[src/rtl/i2c_target.sv]
// I2C target with oversampled SCL/SDA, 7-bit address match and an auto-incrementing
// register bank that is also readable and writable from a host port.
module i2c_target #(
  parameter logic [6:0]  ADDR        = 7'h50,
  parameter int unsigned NREGS       = 8,
  parameter int unsigned PTR_W       = 3,
  parameter int unsigned SYNC_STAGES = 2
) (
  input  logic             clk,
  input  logic             rst,
  input  logic             scl_in,
  input  logic             sda_in,
  output logic             sda_oe,
  output logic             busy,
  output logic             rx_valid,
  output logic [7:0]       rx_data,
  output logic [PTR_W-1:0] rx_index,
  input  logic             host_we,
  input  logic [PTR_W-1:0] host_addr,
  input  logic [7:0]       host_wdata,
  output logic [7:0]       host_rdata
);

  localparam int unsigned      CNT_W = 4;
  localparam logic [CNT_W-1:0] BIT8  = CNT_W'(8);
  localparam logic [CNT_W-1:0] BIT9  = CNT_W'(9);

  typedef enum logic [2:0] {
    S_IDLE, S_ADDR, S_ACK_A, S_WR_PTR, S_WR_DATA, S_RD_DATA, S_IGNORE
  } state_t;

  logic [SYNC_STAGES-1:0] scl_sync, sda_sync;
  logic                   scl_prev, sda_prev;
  logic                   scl_s, sda_s;
  logic                   scl_rise, scl_fall, start_c, stop_c;

  state_t           state_q, state_d;
  logic [CNT_W-1:0] cnt_q, cnt_d;
  logic [7:0]       sh_q, sh_d;
  logic [6:0]       tx_q, tx_d;
  logic [PTR_W-1:0] ptr_q, ptr_d;
  logic             oe_q, oe_d, busy_q, busy_d, rw_q, rw_d;
  logic             rx_valid_q, rx_valid_d;
  logic [7:0]       rx_data_q, rx_data_d;
  logic [PTR_W-1:0] rx_index_q, rx_index_d;
  logic             bus_we_c;
  logic [7:0]       bank_ptr_c;
  logic [7:0]       bank [NREGS];

  // Pin synchronisers followed by a previous-level flop for edge detection
  always_ff @(posedge clk) begin
    if (rst) begin
      scl_sync <= '1;
      sda_sync <= '1;
      scl_prev <= 1'b1;
      sda_prev <= 1'b1;
    end else begin
      scl_sync <= {scl_sync[SYNC_STAGES-2:0], scl_in};
      sda_sync <= {sda_sync[SYNC_STAGES-2:0], sda_in};
      scl_prev <= scl_sync[SYNC_STAGES-1];
      sda_prev <= sda_sync[SYNC_STAGES-1];
    end
  end

  assign scl_s      = scl_sync[SYNC_STAGES-1];
  assign sda_s      = sda_sync[SYNC_STAGES-1];
  assign scl_rise   = scl_s & ~scl_prev;
  assign scl_fall   = ~scl_s & scl_prev;
  assign start_c    = scl_s & scl_prev & sda_prev & ~sda_s;
  assign stop_c     = scl_s & scl_prev & ~sda_prev & sda_s;
  assign bank_ptr_c = bank[ptr_q];

  always_ff @(posedge clk) begin
    if (rst) begin
      state_q    <= S_IDLE;
      cnt_q      <= '0;
      sh_q       <= '0;
      tx_q       <= '0;
      ptr_q      <= '0;
      oe_q       <= 1'b0;
      busy_q     <= 1'b0;
      rw_q       <= 1'b0;
      rx_valid_q <= 1'b0;
      rx_data_q  <= '0;
      rx_index_q <= '0;
    end else begin
      state_q    <= state_d;
      cnt_q      <= cnt_d;
      sh_q       <= sh_d;
      tx_q       <= tx_d;
      ptr_q      <= ptr_d;
      oe_q       <= oe_d;
      busy_q     <= busy_d;
      rw_q       <= rw_d;
      rx_valid_q <= rx_valid_d;
      rx_data_q  <= rx_data_d;
      rx_index_q <= rx_index_d;
    end
  end

  // cnt counts sampled bits; 8 = byte complete (ACK slot), 9 = ACK clock has risen
  always_comb begin
    state_d    = state_q;
    cnt_d      = cnt_q;
    sh_d       = sh_q;
    tx_d       = tx_q;
    ptr_d      = ptr_q;
    oe_d       = oe_q;
    busy_d     = busy_q;
    rw_d       = rw_q;
    rx_valid_d = 1'b0;
    rx_data_d  = rx_data_q;
    rx_index_d = rx_index_q;
    bus_we_c   = 1'b0;
    if (start_c) begin
      state_d = S_ADDR;
      cnt_d   = '0;
      oe_d    = 1'b0;
      busy_d  = 1'b0;
    end else if (stop_c) begin
      state_d = S_IDLE;
      cnt_d   = '0;
      oe_d    = 1'b0;
      busy_d  = 1'b0;
    end else begin
      unique case (state_q)
        S_ADDR, S_WR_PTR, S_WR_DATA: begin
          if (scl_rise) begin
            if (cnt_q < BIT8) begin
              sh_d  = {sh_q[6:0], sda_s};
              cnt_d = cnt_q + CNT_W'(1);
            end else if (cnt_q == BIT8) begin
              cnt_d = BIT9;
            end
          end else if (scl_fall && cnt_q == BIT8) begin
            oe_d = 1'b1;
            if (state_q == S_ADDR) begin
              if (sh_q[7:1] == ADDR) begin
                busy_d  = 1'b1;
                rw_d    = sh_q[0];
                state_d = S_ACK_A;
              end else begin
                oe_d    = 1'b0;
                cnt_d   = '0;
                state_d = S_IGNORE;
              end
            end else if (state_q == S_WR_PTR) begin
              ptr_d = sh_q[PTR_W-1:0];
            end else begin
              bus_we_c   = 1'b1;
              rx_valid_d = 1'b1;
              rx_data_d  = sh_q;
              rx_index_d = ptr_q;
              ptr_d      = ptr_q + PTR_W'(1);
            end
          end else if (scl_fall && cnt_q == BIT9) begin
            oe_d  = 1'b0;
            cnt_d = '0;
            if (state_q == S_WR_PTR) state_d = S_WR_DATA;
          end
        end
        S_ACK_A: begin
          if (scl_rise) begin
            cnt_d = BIT9;
          end else if (scl_fall && cnt_q == BIT9) begin
            cnt_d = '0;
            if (rw_q) begin
              state_d = S_RD_DATA;
              tx_d    = bank_ptr_c[6:0];
              oe_d    = ~bank_ptr_c[7];
            end else begin
              state_d = S_WR_PTR;
              oe_d    = 1'b0;
            end
          end
        end
        S_RD_DATA: begin
          if (scl_rise) begin
            if (cnt_q < BIT8) begin
              cnt_d = cnt_q + CNT_W'(1);
            end else if (!sda_s) begin
              ptr_d = ptr_q + PTR_W'(1);
              cnt_d = BIT9;
            end else begin
              state_d = S_IGNORE;
              busy_d  = 1'b0;
              cnt_d   = '0;
            end
          end else if (scl_fall) begin
            if (cnt_q == BIT9) begin
              tx_d  = bank_ptr_c[6:0];
              oe_d  = ~bank_ptr_c[7];
              cnt_d = '0;
            end else if (cnt_q == BIT8) begin
              oe_d = 1'b0;
            end else if (cnt_q != '0) begin
              oe_d = ~tx_q[6];
              tx_d = {tx_q[5:0], 1'b0};
            end
          end
        end
        default: ;
      endcase
    end
  end

  // Bus write is issued after the host write so it wins on an index collision
  always_ff @(posedge clk) begin
    if (rst) begin
      for (int i = 0; i < int'(NREGS); i++) bank[i] <= '0;
    end else begin
      if (host_we) bank[host_addr] <= host_wdata;
      if (bus_we_c) bank[ptr_q] <= sh_q;
    end
  end

  assign sda_oe     = oe_q;
  assign busy       = busy_q;
  assign rx_valid   = rx_valid_q;
  assign rx_data    = rx_data_q;
  assign rx_index   = rx_index_q;
  assign host_rdata = bank[host_addr];

endmodule

[config.mk]
export PLATFORM = sky130hd
export DESIGN_NAME = i2c_target
export DESIGN_NICKNAME = d
export VERILOG_FILES = /design/src/rtl/i2c_target.sv
export SDC_FILE = /design/constraint.sdc
export NUM_CORES = 1
export LEC_CHECK = 0
export ABC_AREA = 1
export BUFFER_PORTS_ARGS = -buffer_cell sky130_fd_sc_hd__buf_2
export CORE_MARGIN = 10
export CORE_UTILIZATION = 60
export CTS_CLUSTER_DIAMETER = 120
export DETAILED_ROUTE_END_ITERATION = 8
export PLACE_DENSITY = 0.91
export SYNTH_ARGS = -nofsm -noshare
export SYNTH_HDL_FRONTEND = slang
export SYNTH_SLANG_ARGS = --single-unit
[constraint.sdc]
create_clock -name clk -period 5.3 [get_ports clk]
set_input_delay 0 -clock clk [delete_from_list [all_inputs] [get_ports clk]]
set_output_delay 0 -clock clk [all_outputs]
set_load 0.1 [all_outputs]
==> key figures, run 1 <==
Timing
  – Setup-failing EPs final: 0
  – Min Tclk post-route: 2730 ps
  – FMAX: 366 MHz
  – Final slew viol count: 0
  – Slew headroom: 9.95%
  – Slew @ Worst Pin: 1340 ps
  – RSZ-0062 raised after global routing: no
  – Hold slack final: 204 ps
  – Clock skew: 10.3 ps
  – Final Hold Fails: 0
  – Post-route setup TNS: 0 ps
  – Tcrit/Tclk final: 51.5%

Worst setup path
  – Critical path class: reg -> reg
  – Reg2Reg Depth: 8
  – Critical R2R Capture: sda_oe$_SDFFE_PP0P_
  – Crit-path max FO: 33
  – CP endpoint kind: register
  – Critical Path Sink: sda_oe$_SDFFE_PP0P_
  – Data required, critical path: 5770 ps
  – Crit path DAT: 3200 ps
  – Startpoint type of the worst setup path: register
  – R2R setup slack: 2570 ps

CTS
  – Clock Sinks: 113
  – Post-CTS Setup Bufs: 0
  – Clk_lat worst skew: 540 ps
  – CTS buffer count: 17
  – H-tree Lvls: 4
  – CTS tree: built
  – Clk pin slew, worst setup/hold paths: 60 ps
  – CTS max path bufs: 2
  – Clock root buffer master: clkbuf_8

Floorplan
  – Die ar.: 0.0158 mm²
  – # IOs: 38
  – FP Rows: 38
  – DIE HEIGHT: 126 µm
  – Initial core utilization: 61.6%
  – Die width: 126 µm
  – Core ar.: 0.0109 mm²

GRT
  – First-pass GRT wire length: 31,800 µm
  – Number of global-route vias before repair: 6,105
  – GR Overflow Total: 0
  – Largest net degree at the start of global routing: 34
  – GRT Overall Usage: 24.8%
  – Initial antenna violation count: 0

Flow run
  – Max-cap violations: 0

Synth
  – Synth top area share: 28.6%
  – Seq/Total Area, Yosys: 43.3%
  – Post-Syn Nets: 865
  – #FFs+latches synth: 113
  – Mapped Avg Cell Area: 7.97 µm²
  – Synth warn: 0
  – Synth area leader: edfxtp_1
  – Mapped Area: 0.00671 mm²
  – Main area contributors after synthesis: edfxtp_1 (29%), dfxtp_1 (15%), nand3_1 (8.0%)
  – Gate Count Post-Synth: 842
  – Yosys cell types: 39

Placed design
  – DP Wirelength: 13,800 µm
  – Port Buffers: 37
  – GPL Wtd Cong: 0.989

Power and ir drop
  – PD cells: 404 mW/mm²
  – Max IR drop VDD: 363 µV
  – Leak Pwr: 2.85 nW

Final layout
  – Fin nets: 885
  – # diodes: 0
  – Share of post-route cells with drive strength above 1: 15.1%
  – Area Growth Syn to Fin: 12.0%
  – Filler Cell Count: 815

Drt
  – Via count: 6,630
  – Met2 WL: 9240 µm
  – Remaining antenna violation count: 0
  – Routed WL per cell: 20.0 µm
  – Routed WL: 20,300 µm
  – DR WL met3: 2600 µm
  – Initial DRC Count: 1,162
  – Pre-antenna DRT Iters: 8
  – Drt drc: 0
  – Via/cell ratio: 6.53
  – DR top layer: met4
  – Met1 WL: 7350 µm

Worst hold path
  – Min-delay worst type: in -> reg

Status
  – Status: finished clean
## what timing repair did
| item | 4_1_cts | 5_1_grt |
|---|---|---|
| hold endpoints to repair | 61 | 0 |
| resized for setup | 0 | 0 |
| hold buffers | 12 | 0 |
| endpoints found under the setup margin | 0 | 0 |
## placed cells by master, fill, tap and decap left out, types with 2 or more instances in the layout
master	count
clkbuf_8	3
a21oi_1	61
o21ai_2	16
o22ai_1	11
clkbuf_16	19
inv_4	2
nor2_2	2
nor2_1	57
nor3_1	4
nand4_4	7
o2111ai_1	3
or2_2	12
nand3_2	8
edfxtp_1	64
o211ai_1	28
o21ai_1	40
clkinv_2	5
inv_2	12
a211oi_1	2
nand3_4	3
clkinv_1	2
buf_2	37
ha_1	7
nand3b_1	5
nand4_1	8
nand2_1	116
dlygate4sd3_1	12
a31oi_1	2
o21ai_0	81
nor2_4	2
clkbuf_1	2
nand3_1	107
inv_1	78
dfxtp_1	49
## per-stage QoR
step	instance area, µm²	instances	setup slack [ps]	utilization (%)	total power [mW]
after floorplan	6710	842	3140	-	1.74
after global placement	6830	971	2710	62.7	1.90
after detailed placement	6830	971	2660	62.7	1.91
after CTS	7520	1015	2620	69.1	2.99
after global routing	7520	1015	2350	69.1	3.15
final	7520	1015	2570	69.1	3.04
## state kept, by name (all words and copies together) (netlist names), named ones only
signal    cells
busy          1
rx_index      3
state_q       3
tx_q          7
sda_oe        1
rx_valid      1
rw_q          1
sda_prev      1
bank         64
sh_q          8
ptr_q         3
sda_sync      2
cnt_q         4
rx_data       8
scl_sync      2
scl_prev      1
## cells by family (layout without fill, tap and decap cells)
| logic type | count (synthesis) | count (layout) | share of synthesized area (%) |
|---|---|---|---|
| flops | 113 | 113 | 43.3 |
| xor+xnor | 1 | 1 | 0.131 |
| simple gates | 333 | 333 | 25.4 |
| fa+ha+maj | 7 | 7 | 1.30 |
| buf+inv | 141 | 174 | 8.87 |
| compound gates | 247 | 247 | 21.0 |
## cells in the mapped netlist, drive strengths merged
master / n
nor3: 5
a21oi: 61
dfxtp: 49
nand3: 118
nand2: 117
o32ai: 1
buf: 21
o2111ai: 3
clkinv: 3
nand3b: 5
nor2: 61
o22ai: 11
xnor2: 1
ha: 7
a41oi: 1
edfxtp: 64
a31oi: 2
o211ai: 28
a211oi: 2
o21ai: 137
a221oi: 1
nand4: 15
or2: 12
inv: 90
clkbuf: 27
## power breakdown
part	total [mW]	switching, mW	internal [mW]	leakage [nW]
Clock	1.09	0.410	0.679	0.287
Combinational	0.776	0.553	0.223	1.56
Sequential	1.17	0.160	1.01	1.01
## layout make-up
| class | count | area, µm² | area share, % |
|---|---|---|---|
| Multi-Input combinational cell | 588 | 3210 | 42.7 |
| Clock inverter | 8 | 45.0 | 0.599 |
| Tap cell | 140 | 175 | 2.33 |
| Inverter | 93 | 354 | 4.71 |
| Timing Repair Buffer | 49 | 305 | 4.06 |
| Sequential cell | 113 | 2900 | 38.6 |
| Clock buffer | 24 | 524 | 6.97 |
## worst max-delay path: stages, from the launching register on
cell and delay, ps:
dfxtp_1 950, inv_1 680, o21ai_0 330, o21ai_0 110, o21ai_0 300, nand2_1 100, nand2_1 70, nor2_1 40
nor2_1 90
## layer usage
metal  vias to the layer above  global-route usage, %
li1                       3000                      -
met1                      2983                   29.2
met2                       533                   39.3
met3                       114                   8.14
met4                         0                   13.4
met5                         -                      0
## how the worst min path moves through the flow
stage	from	end	slack, ps	depth (start not counted)
2_1_floorplan	scl_in	scl_sync[0]$_SDFF_PP1_	100	1
3_3_place_gp	scl_in	scl_sync[0]$_SDFF_PP1_	190	2
3_5_place_dp	scl_in	scl_sync[0]$_SDFF_PP1_	200	2
4_1_cts	sda_in	sda_sync[0]$_SDFF_PP1_	210	3
5_1_grt	sda_in	sda_sync[0]$_SDFF_PP1_	210	3
6_report	sda_in	sda_sync[0]$_SDFF_PP1_	200	3
Power figures use the tool's default switching activity.
==> run 2, diff against run 1 <==
==> constraint.sdc (replaced) <==
create_clock -name clk -period 2.7 [get_ports clk]
set_input_delay 0 -clock clk [delete_from_list [all_inputs] [get_ports clk]]
set_output_delay 0 -clock clk [all_outputs]
set_load 0.1 [all_outputs]
==> run 2 against run 1 <==
Against the previous run:
- the flow now finishes with violations (DRC)
- global-route usage rose by 2.7 points
- flip-flop and latch count unchanged
- cell count grew 2.3%
- worst hold slack worse by 15 ps
- sequential share of layout area shrank 0.78 points
- clock-buffer cell count fell by 6
- first-iteration DRC count shrank 0.26%
- sequential power is 91% higher
- critical path depth is the same
- die area unchanged
- power increased by 100%
- largest cell class unchanged
- largest power group unchanged
- highest routed layer unchanged
==> key figures, run 2 (same netlist as run 1, synthesis figures left out) <==
Drt
  – Routed WL per cell: 21.5 µm (was 20.0 µm)
  – DR WL met3: 3260 µm (was 2600 µm)
  – Met1 WL: 7370 µm (was 7350 µm)
  – Initial DRC Count: 1,159 (was 1,162)
  – Pre-antenna DRT Iters: 9 (was 8)
  – Drt drc: 3 (was 0)
  – Routed WL: 22,300 µm (was 20,300 µm)
  – Met2 WL: 9870 µm (was 9240 µm)
  – Via/cell ratio: 6.67 (was 6.53)
  – Remaining antenna violation count: 0 (unchanged)
  – DR top layer: met4 (unchanged)
  – Via count: 6,923 (was 6,630)

Placed design
  – DP Wirelength: 13,800 µm (about the same)
  – GPL Wtd Cong: 0.944 (was 0.989)
  – Placed inst area: 0.00701 mm² (was 0.00683 mm²)
  – Port Buffers: 37 (unchanged)
  – Setup slack at placement: 328 ps (was 2660 ps)

Timing
  – Final Hold Fails: 0 (unchanged)
  – Post-route setup TNS: 0 ps (unchanged)
  – Slew headroom: 41.2% (was 9.95%)
  – Slew @ Worst Pin: 880 ps (was 1340 ps)
  – Min Tclk post-route: 2430 ps (was 2730 ps)
  – Setup-failing EPs final: 0 (unchanged)
  – Final slew viol count: 0 (unchanged)
  – RSZ-0062 raised after global routing: no (unchanged)
  – Final worst slack: 273 ps (was 2570 ps)
  – Clock skew: 10.9 ps (was 10.3 ps)
  – Tcrit/Tclk final: 89.9% (was 51.5%)
  – FMAX: 412 MHz (was 366 MHz)

CTS
  – Clock Sinks: 113 (unchanged)
  – Clock root buffer master: clkbuf_8 (unchanged)
  – CTS buffer count: 17 (unchanged)
  – Clk_lat worst skew: 540 ps (about the same)
  – CTS tree: built (unchanged)
  – Clk pin slew, worst setup/hold paths: 70 ps (was 60 ps)
  – H-tree Lvls: 4 (unchanged)
  – CTS max path bufs: 2 (unchanged)
  – Post-CTS Setup Bufs: 0 (unchanged)

Power and ir drop
  – Total power: 6.11 mW (was 3.04 mW)
  – PD cells: 796 mW/mm² (was 404 mW/mm²)
  – Max IR drop VDD: 485 µV (was 363 µV)
  – Leak Pwr: 2.95 nW (was 2.85 nW)

Floorplan
  – FP Rows: 38 (unchanged)
  – Die width: 126 µm (unchanged)
  – Initial core utilization: 61.6% (unchanged)
  – DIE HEIGHT: 126 µm (unchanged)
  – Die ar.: 0.0158 mm² (unchanged)
  – # IOs: 38 (unchanged)
  – Core ar.: 0.0109 mm² (unchanged)

GRT
  – Largest net degree at the start of global routing: 34 (unchanged)
  – GRT Overall Usage: 27.5% (was 24.8%)
  – First-pass GRT wire length: 34,700 µm (was 31,800 µm)
  – GR Overflow Total: 0 (unchanged)
  – Initial antenna violation count: 0 (unchanged)
  – Number of global-route vias before repair: 6,485 (was 6,105)

Final layout
  – Largest Register: bank (unchanged)
  – Fin nets: 908 (was 885)
  – Commonest non-fill, non-tap cell in the layout: nand2_1 (unchanged)
  – # diodes: 0 (unchanged)
  – Fin area: 0.00767 mm² (was 0.00752 mm²)
  – Most frequent cells in the layout: nand2_1 (116), nand3_1 (107), o21ai_0 (81) (unchanged)
  – Area Growth Syn to Fin: 14.4% (was 12.0%)
  – Final core utilization: 70.5% (was 69.1%)
  – Filler Cell Count: 769 (was 815)
  – Share of post-route cells with drive strength above 1: 17.6% (was 15.1%)
  – Max reg flops: 64 (unchanged)

Worst setup path
  – CP max stage delay: 430 ps (was 950 ps)
  – Slowest-stage cell, CP: nand3b_1 (was dfxtp_1)
  – CP top delay family: simple AND/OR/NAND/NOR gates (was flip-flops)
  – Critical path class: reg -> reg (unchanged)
  – Crit path from: scl_sync[1]$_SDFF_PP1_
  – Most common cell type on the critical path: nand4_4 (was o21ai_0)
  – Worst path bufs/invs: 2 (was 1)
  – Crit path DAT: 2610 ps (was 3200 ps)
  – Data required, critical path: 2890 ps (was 5770 ps)
  – Startpoint type of the worst setup path: register (unchanged)
  – CP endpoint kind: register (unchanged)
  – Worst path cell trace: inv_1 -> ha_1 -> nand4_4 -> nor2_4 -> nand3_4 -> clkinv_4 -> nand4_4 -> nand3b_1 (was inv_1 -> o21ai_0 -> o21ai_0 -> o21ai_0 -> nand2_1 -> nand2_1 -> nor2_1 -> nor2_1)
  – Crit-path max FO: 13 (was 33)
  – R2R Path Start: scl_sync[1]$_SDFF_PP1_

Status
  – Failing checks: DRC
  – Status: finished, violations left (was finished clean)

Worst hold path
  – Hold_sp: scl_in (was sda_in)
  – Min-delay worst type: in -> reg (unchanged)

Flow run
  – Max-cap violations: 0 (unchanged)
run 2: final timing paths:
| kind | to | slack [ps] | cells after the start |
|---|---|---|---|
| max | bank[1][7]$_DFFE_PP_ | 270 | 8 |
| min | scl_sync[0]$_SDFF_PP1_ | 190 | 3 |
| max reg2reg | bank[1][7]$_DFFE_PP_ | 270 | 8 |
| min reg2reg | sda_sync[1]$_SDFF_PP1_ | 410 | 1 |
run 2: per-layer routing:
metal	global-route usage, %	up-vias
li1	-	3046
met1	32.4	3015
met2	42.4	683
met3	8.05	179
met4	19.2	0
met5	0	-
run 2: cell type report:
type	instances	area, µm²	share of cell area, %
sequential	113	2900	37.8
clock buffer	18	439	5.72
inverter	93	354	4.61
multi-input combinational	588	3210	41.9
clock inverter	14	115	1.50
tap	140	175	2.28
timing repair buffer	72	475	6.19
run 2: metrics by stage:
step	cells	hold slack [ps]
floorplan	842	104
CTS	1038	194
detailed placement	995	187
global placement	995	184
finish	1038	190
global route	1038	204
run 2: repair_timing:
item,4_1_cts,5_1_grt
endpoints found under the setup margin,0,0
endpoints found under the hold margin,49,0
hold buffers,11,0
gates resized for setup,0,0
run 2: power breakdown:
group / switching, mW / leakage (nW) / internal, mW
Combinational: 1.27 / 1.67 / 0.470
Sequential: 0.257 / 1.01 / 1.98
Clock: 0.919 / 0.276 / 1.21
Total: 2.45 / 2.95 / 3.66
run 2: worst reg2reg max path, delay by kind of cell (launching register included):
family        cells  cell delay [ps]
fa+ha+maj         1              310
buf+inv           2              300
flops             1              330
simple gates      5             1150
